[src/rtl/ram_arbiter.sv]
// Round-robin two-requester access controller for the single-port latch RAM.
// Each access runs through setup, enable and hold phases so the address and data stay stable around the latch enable.
module ram_arbiter #(
    parameter int ADDR_WIDTH = 4,
    parameter int DATA_WIDTH = 8
) (
    input  logic                  clk,
    input  logic                  rst,
    input  logic                  req0,
    input  logic                  req1,
    input  logic                  we0,
    input  logic                  we1,
    input  logic [ADDR_WIDTH-1:0] addr0,
    input  logic [ADDR_WIDTH-1:0] addr1,
    input  logic [DATA_WIDTH-1:0] wdata0,
    input  logic [DATA_WIDTH-1:0] wdata1,
    output logic                  gnt0,
    output logic                  gnt1,
    output logic                  ack0,
    output logic                  ack1,
    output logic [DATA_WIDTH-1:0] rdata0,
    output logic [DATA_WIDTH-1:0] rdata1,
    output logic [ADDR_WIDTH-1:0] ram_addr,
    output logic [DATA_WIDTH-1:0] ram_din,
    output logic                  ram_we,
    input  logic [DATA_WIDTH-1:0] ram_dout
);

    localparam logic [2:0] ST_IDLE  = 3'd0;
    localparam logic [2:0] ST_SETUP = 3'd1;
    localparam logic [2:0] ST_WRITE = 3'd2;
    localparam logic [2:0] ST_HOLD  = 3'd3;
    localparam logic [2:0] ST_READ  = 3'd4;
    localparam logic [2:0] ST_DONE  = 3'd5;

    logic [2:0]            r_state;
    logic                  r_last;
    logic                  r_sel;
    logic                  r_we;
    logic [ADDR_WIDTH-1:0] r_addr;
    logic [DATA_WIDTH-1:0] r_wdata;
    logic [DATA_WIDTH-1:0] r_rdata0;
    logic [DATA_WIDTH-1:0] r_rdata1;
    logic                  r_gnt0;
    logic                  r_gnt1;
    logic                  r_ack0;
    logic                  r_ack1;
    logic                  r_ramWe;

    logic [2:0]            w_next;
    logic                  w_accept;
    logic                  w_pick;
    logic                  w_nextSel;

    // On a tie the requester that was not served last wins.
    always_comb begin
        w_accept  = req0 | req1;
        w_pick    = (req0 & req1) ? ~r_last : req1;
        w_nextSel = (r_state == ST_IDLE) ? w_pick : r_sel;
        w_next    = ST_IDLE;
        case (r_state)
            ST_IDLE:  w_next = w_accept ? ST_SETUP : ST_IDLE;
            ST_SETUP: w_next = r_we ? ST_WRITE : ST_READ;
            ST_WRITE: w_next = ST_HOLD;
            ST_HOLD:  w_next = ST_DONE;
            ST_READ:  w_next = ST_DONE;
            ST_DONE:  w_next = ST_IDLE;
            default:  w_next = ST_IDLE;
        endcase
    end

    always_ff @(posedge clk or posedge rst) begin
        if (rst) begin
            r_state <= ST_IDLE;
            r_last  <= 1'b1;
        end else begin
            r_state <= w_next;
            if (r_state == ST_DONE) begin
                r_last <= r_sel;
            end
        end
    end

    // The request is frozen here; the requester may change or drop it afterwards.
    always_ff @(posedge clk or posedge rst) begin
        if (rst) begin
            r_sel   <= 1'b0;
            r_we    <= 1'b0;
            r_addr  <= '0;
            r_wdata <= '0;
        end else if (r_state == ST_IDLE && w_accept) begin
            r_sel   <= w_pick;
            r_we    <= w_pick ? we1 : we0;
            r_addr  <= w_pick ? addr1 : addr0;
            r_wdata <= w_pick ? wdata1 : wdata0;
        end
    end

    always_ff @(posedge clk or posedge rst) begin
        if (rst) begin
            r_rdata0 <= '0;
            r_rdata1 <= '0;
        end else if (r_state == ST_READ) begin
            if (r_sel) begin
                r_rdata1 <= ram_dout;
            end else begin
                r_rdata0 <= ram_dout;
            end
        end
    end

    // Control outputs come straight from flops so the latch enable never sees decode glitches.
    always_ff @(posedge clk or posedge rst) begin
        if (rst) begin
            r_gnt0  <= 1'b0;
            r_gnt1  <= 1'b0;
            r_ack0  <= 1'b0;
            r_ack1  <= 1'b0;
            r_ramWe <= 1'b0;
        end else begin
            r_gnt0  <= (w_next != ST_IDLE) && !w_nextSel;
            r_gnt1  <= (w_next != ST_IDLE) && w_nextSel;
            r_ack0  <= (w_next == ST_DONE) && !w_nextSel;
            r_ack1  <= (w_next == ST_DONE) && w_nextSel;
            r_ramWe <= (w_next == ST_WRITE);
        end
    end

    assign gnt0     = r_gnt0;
    assign gnt1     = r_gnt1;
    assign ack0     = r_ack0;
    assign ack1     = r_ack1;
    assign ram_we   = r_ramWe;
    assign ram_addr = r_addr;
    assign ram_din  = r_wdata;
    assign rdata0   = r_rdata0;
    assign rdata1   = r_rdata1;

endmodule

[config.mk]
export PLATFORM = sky130hd
export DESIGN_NAME = ram_arbiter
export DESIGN_NICKNAME = d
export VERILOG_FILES = /design/src/rtl/ram_arbiter.sv
export SDC_FILE = /design/constraint.sdc
export NUM_CORES = 1
export LEC_CHECK = 0
export ABC_AREA = 1
export CAP_MARGIN = 10
export CORE_ASPECT_RATIO = 0.75
export CORE_UTILIZATION = 46
export CTS_CLUSTER_SIZE = 40
export DETAILED_ROUTE_END_ITERATION = 12
export GPL_TIMING_DRIVEN = 0
export PLACE_DENSITY = 0.84
export SYNTH_ARGS = -nofsm -noshare
export SYNTH_HDL_FRONTEND = slang
export SYNTH_SLANG_ARGS = --single-unit
[constraint.sdc]
create_clock -name clk -period 3.9 [get_ports clk]
set_input_delay 1.17 -clock clk [delete_from_list [all_inputs] [get_ports clk]]
set_output_delay 1.17 -clock clk [all_outputs]
set_load 0.02 [all_outputs]
# ---- Word level (Yosys, flattened, before mapping)
# Cells that the tools add are included.
dict set report word_totals {
  reg_bits 39
  in_bits 38
  word_cells 43
}
dict set report classes {
  eq_ne 7
  n_mux 8
  n_bitwise 4
  reduce_logical 11
}
# op n
set ops {}
lappend ops {{3-bit one-hot mux with 4 select lines} 1}
lappend ops {{3-bit by 2-bit equality test with 1-bit output, second input constant} 3}
lappend ops {{3-bit equality test, second input constant} 3}
lappend ops {{8-bit 2-to-1 mux} 1}
lappend ops {{1-bit logical AND} 5}
lappend ops {{1-bit 2-to-1 mux} 4}
lappend ops {{4-bit 2-to-1 mux} 1}
lappend ops {{2-bit AND reduction} 2}
lappend ops {{3-bit by 1-bit equality test with 1-bit output, second input constant} 1}
lappend ops {{3-bit zero test} 1}
lappend ops {{3-bit 2-to-1 mux} 1}
lappend ops {{3-bit nonzero test} 1}
lappend ops {{1-bit NOT} 2}
lappend ops {{2-bit OR reduction} 1}
lappend ops {{1-bit AND} 1}
lappend ops {{1-bit zero test} 1}
lappend ops {{1-bit OR} 1}

# ---- Logic depth before layout (Yosys ltp)
dict set report depth {
  word_depth 5
  mapped_depth 7
  depth_no_buf 6
}

# ---- Worst setup path before layout
# OpenSTA, ideal clock, no wires.
dict set report synth_path {
  path_type {input -> register}
  start {in req0}
  end {reg r_addr[0] (netlist: ram_addr[0])}
  setup_ps 116
  t_arrival_ps 1722
  t_required_ps 3784
  slack_ps 2061
  stages 7
  path_buffers 1
  cell_sequence {nand2_1 -> nand2_1 -> buf_4 -> nand2_1 -> nand2_1 -> nand2_1 -> nand2_1}
}
dict set report synth_between {
  elab_chain_cells 3
}
# item line_no
set synth_rtl {}
lappend synth_rtl {{start, declared} 9} ;# input logic req0,
lappend synth_rtl {{1-bit AND} 58} ;# w_pick = (req0 & req1) ? ~r_last : req1;
lappend synth_rtl {{1-bit 2-to-1 mux} 58}
lappend synth_rtl {{4-bit 2-to-1 mux} 94} ;# r_addr <= w_pick ? addr1 : addr0;
lappend synth_rtl {{end signal, assigned} 94}
lappend synth_rtl {{end, declared} 40} ;# logic [ADDR_WIDTH-1:0] r_addr;
# Parallel ways exist; a longest one is shown, timed or not.
# A chain may end at the register's enable or synchronous reset.

# ---- Worst setup path in the final report
dict set report layout_path {
  start {reg r_rdata0[2] (netlist: rdata0[2])}
  end {out rdata0[2]}
}
# item line_no
set layout_rtl {}
lappend layout_rtl {{start, declared} 42} ;# logic [DATA_WIDTH-1:0] r_rdata0;
lappend layout_rtl {{start signal, assigned} 107} ;# r_rdata0 <= ram_dout;
lappend layout_rtl {{end, declared} 21} ;# output logic [DATA_WIDTH-1:0] rdata0,
# No word-level cell between the ends.

==> flow_metrics.env <==
export IMPL_drtIter0Drc=83
export IMPL_report_final_hold_viol_count=0
export IMPL_post_route_period_util_pct=62.8
export IMPL_synth_top_area_cell="dfrtp_1"
export IMPL_postCtsSetupBuffers=0
export IMPL_cp_start_kind="flip-flop"
export IMPL_core_sq_mm=0.00368
export IMPL_synth_edf_count=0
export IMPL_hold_class="flip-flop to flip-flop"
export IMPL_cts_inserted_buffers=5
export IMPL_crit_path_max_fanout=2
export IMPL_drc_errors=0
export IMPL_timing_final_ws_setup_ns=1.45
export IMPL_dp_hpwl_um=2960
export IMPL_cts_hold_repair_buffers=0
export IMPL_ir_drop_mv=0.545
export IMPL_fin_skew_ns=0.00376
export IMPL_htree_levels=2
export IMPL_place_congestion=0.799
export IMPL_die_w_um=73.9
export IMPL_pwr_density_cell_mw_per_mm2=803
export IMPL_netlist_instances=218
export IMPL_grt_max_degree=40
export IMPL_instances_no_fill=348
export IMPL_async_flop_share_pct=100
export IMPL_pin_count=71
export IMPL_fin_setup_tns_ns=0
export IMPL_routed_via_density=4.74
export IMPL_place_inst=340
export IMPL_grt_pass1_vias=1540
export IMPL_synthesis_nets=256
export IMPL_clkTransAtPathRegs_ns=0.07
export IMPL_min_period_ns=2.45
export IMPL_slowest_stage="clkdlybuf4s50_1"
export IMPL_dieArea_sq_mm=0.00413
export IMPL_path_delay_family="buffers and inverters"
export IMPL_pre_cts_slack_ns=1.38
export IMPL_run_status="completed"
export IMPL_firstDrtPassIters=4
export IMPL_rsz0062_at_grt="no"
export IMPL_vias=1651
export IMPL_antenna_found_initial=0
export IMPL_die_h_um=55.9
export IMPL_worstSetupEndpointType="primary output"
export IMPL_synth_top_area_share_pct=53.3
export IMPL_drive_gt1_share_pct=9.46
export IMPL_slew_viol_final=0
export IMPL_grt_first_pass_wirelength_um=6820
export IMPL_fmax_ghz=0.409
export IMPL_drt_wl_total_um=4010
export IMPL_worstPathRequired_ns=2.73
export IMPL_maxCapViolCount=0
export IMPL_crit_arrival_ns=1.28
export IMPL_syn_to_final_growth_pct=49.5
export IMPL_max_slew_worst_pin_slew_ns=0.777
export IMPL_synth_top_cells_by_area="dfrtp_1, nand2_1, nand3_1"
export IMPL_portBuffers=70
export IMPL_rows=19
export IMPL_cts_buffer_depth=2
export IMPL_antenna_cells=0
export IMPL_place_area_sq_mm=0.00255
export IMPL_finalInstanceArea_sq_mm=0.00267
export IMPL_start_util_pct=48.4
export IMPL_synth_ff_type="dfrtp_1"
export IMPL_grt_overflow_total=0
export IMPL_relSlewSlack_pct=48.1
export IMPL_netlist_area_sq_mm=0.00178
export IMPL_fill_cells=283
export IMPL_crit_chain="clkdlybuf4s50_1"
export IMPL_cpPeakStageDelay_ns=0.62
export IMPL_syn_avg_cell_area_sq_um=8.18
export IMPL_cts_sinks=39
export IMPL_synth_seq_area_share_pct=54.8
export IMPL_leakage_nw=1.29
export IMPL_cts_tree="yes"
export IMPL_yosysWarningCount=0
export IMPL_crit_type="flip-flop to primary output"
export IMPL_drt_antenna_violating_nets=0
export IMPL_insertion_delay_ns=0.29
export IMPL_cts_repair_resized=0
export IMPL_setup_viol=0
export IMPL_ys_types=22
export IMPL_critPathBufInv=1
export IMPL_cts_root_buf="clkbuf_8"
export IMPL_routedWlPerCell_um=11.5
export IMPL_ys_seq_elements=39
export IMPL_track_usage_pct=22.0
export IMPL_fin_nets=333
-- metal layers --
| metal | vias to the layer above | GRT usage [%] | part of all wire (%) |
|---|---|---|---|
| met3 | 13 | 6.88 | 4.9 |
| met4 | 0 | 9.34 | 2.8 |
| met5 | - | 0 | 0 |
| met2 | 36 | 32.9 | 45 |
| li1 | 839 | - | - |
| met1 | 763 | 29.5 | 47 |
-- worst min-delay path: stages (launching register included) --
cell     delay (ns)
dfrtp_1        0.35
nand2_1        0.05
nand2_1        0.05
-- cell families after synthesis --
kind of cell	synth area share, %
simple gates	33.3
flops	54.8
compound gates	7.09
buf+inv	4.77
-- power breakdown --
| part | switching (mW) | total (mW) | leakage (nW) | internal, mW |
|---|---|---|---|---|
| Combinational | 0.611 | 1.09 | 0.749 | 0.475 |
| Clock | 0.135 | 0.342 | 0.0612 | 0.207 |
| Sequential | 0.112 | 0.713 | 0.480 | 0.601 |
-- metrics by stage --
| step | utilization [%] | hold slack [ns] | power [mW] |
|---|---|---|---|
| 2_1_floorplan | - | 0.449 | 1.34 |
| 3_3_place_gp | 69.2 | 0.462 | 1.79 |
| 3_5_place_dp | 69.2 | 0.467 | 1.81 |
| 4_1_cts | 72.4 | 0.486 | 2.16 |
| 5_1_grt | 72.4 | 0.505 | 2.30 |
| 6_report | 72.4 | 0.482 | 2.14 |
-- cells in the final DEF (no fill, tap or decap), drive strengths merged, types with 2 or more instances in the layout --
cell	Yosys	routed
clkbuf	1	7
o21ai	21	21
buf	7	7
nand2	114	114
nor2	9	9
dfrtp	38	38
inv	8	8
clkdlybuf4s50	0	70
a21oi	2	2
nand3	15	15
-- cell type report --
type / instances / area (sq um) / share of cell area [%]
plain buffers: 8 / 55.1 / 2.06
flip-flops and latches: 39 / 977 / 36.6
multi-input cells: 163 / 721 / 27.0
well taps: 52 / 65.1 / 2.44
clock buffers: 6 / 82.6 / 3.10
clock inverters: 2 / 35.0 / 1.31
inverters: 8 / 30.0 / 1.13
repair buffers: 70 / 701 / 26.3
-- final timing paths --
kind	from	to	slack, ns	cells past startpoint
worst min-delay path	ram_din[7]$_DFFE_PP0N_	ram_din[7]$_DFFE_PP0N_	0.48	2
max in group asynchronous	rst	gnt0$_DFF_PP0_	2.07	2
worst max register to register	r_sel$_DFFE_PP0N_	r_sel$_DFFE_PP0N_	2.53	5
worst min register to register	ram_din[7]$_DFFE_PP0N_	ram_din[7]$_DFFE_PP0N_	0.48	2
worst max-delay path	rdata0[2]$_DFFE_PP0P_	rdata0[2]	1.45	1
min in group asynchronous	rst	rdata1[0]$_DFFE_PP0P_	1.34	2
-- synth_stat cells (2+ instances only) --
library cell,count
a21oi_1,2
buf_2,2
buf_4,2
buf_6,2
dfrtp_1,38
inv_1,7
nand2_1,111
nand2_2,2
nand3_1,15
nor2_1,4
nor2_4,4
o21ai_0,12
o21ai_1,6
o21ai_2,3
-- state kept, by name, summed over array words and instances, names as in the netlist, 3 cells and up --
| name | count |
|---|---|
| ram_din | 8 |
| rdata0 | 8 |
| rdata1 | 8 |
| ram_addr | 4 |
| r_state | 3 |
(Power assumes the default switching activity.)
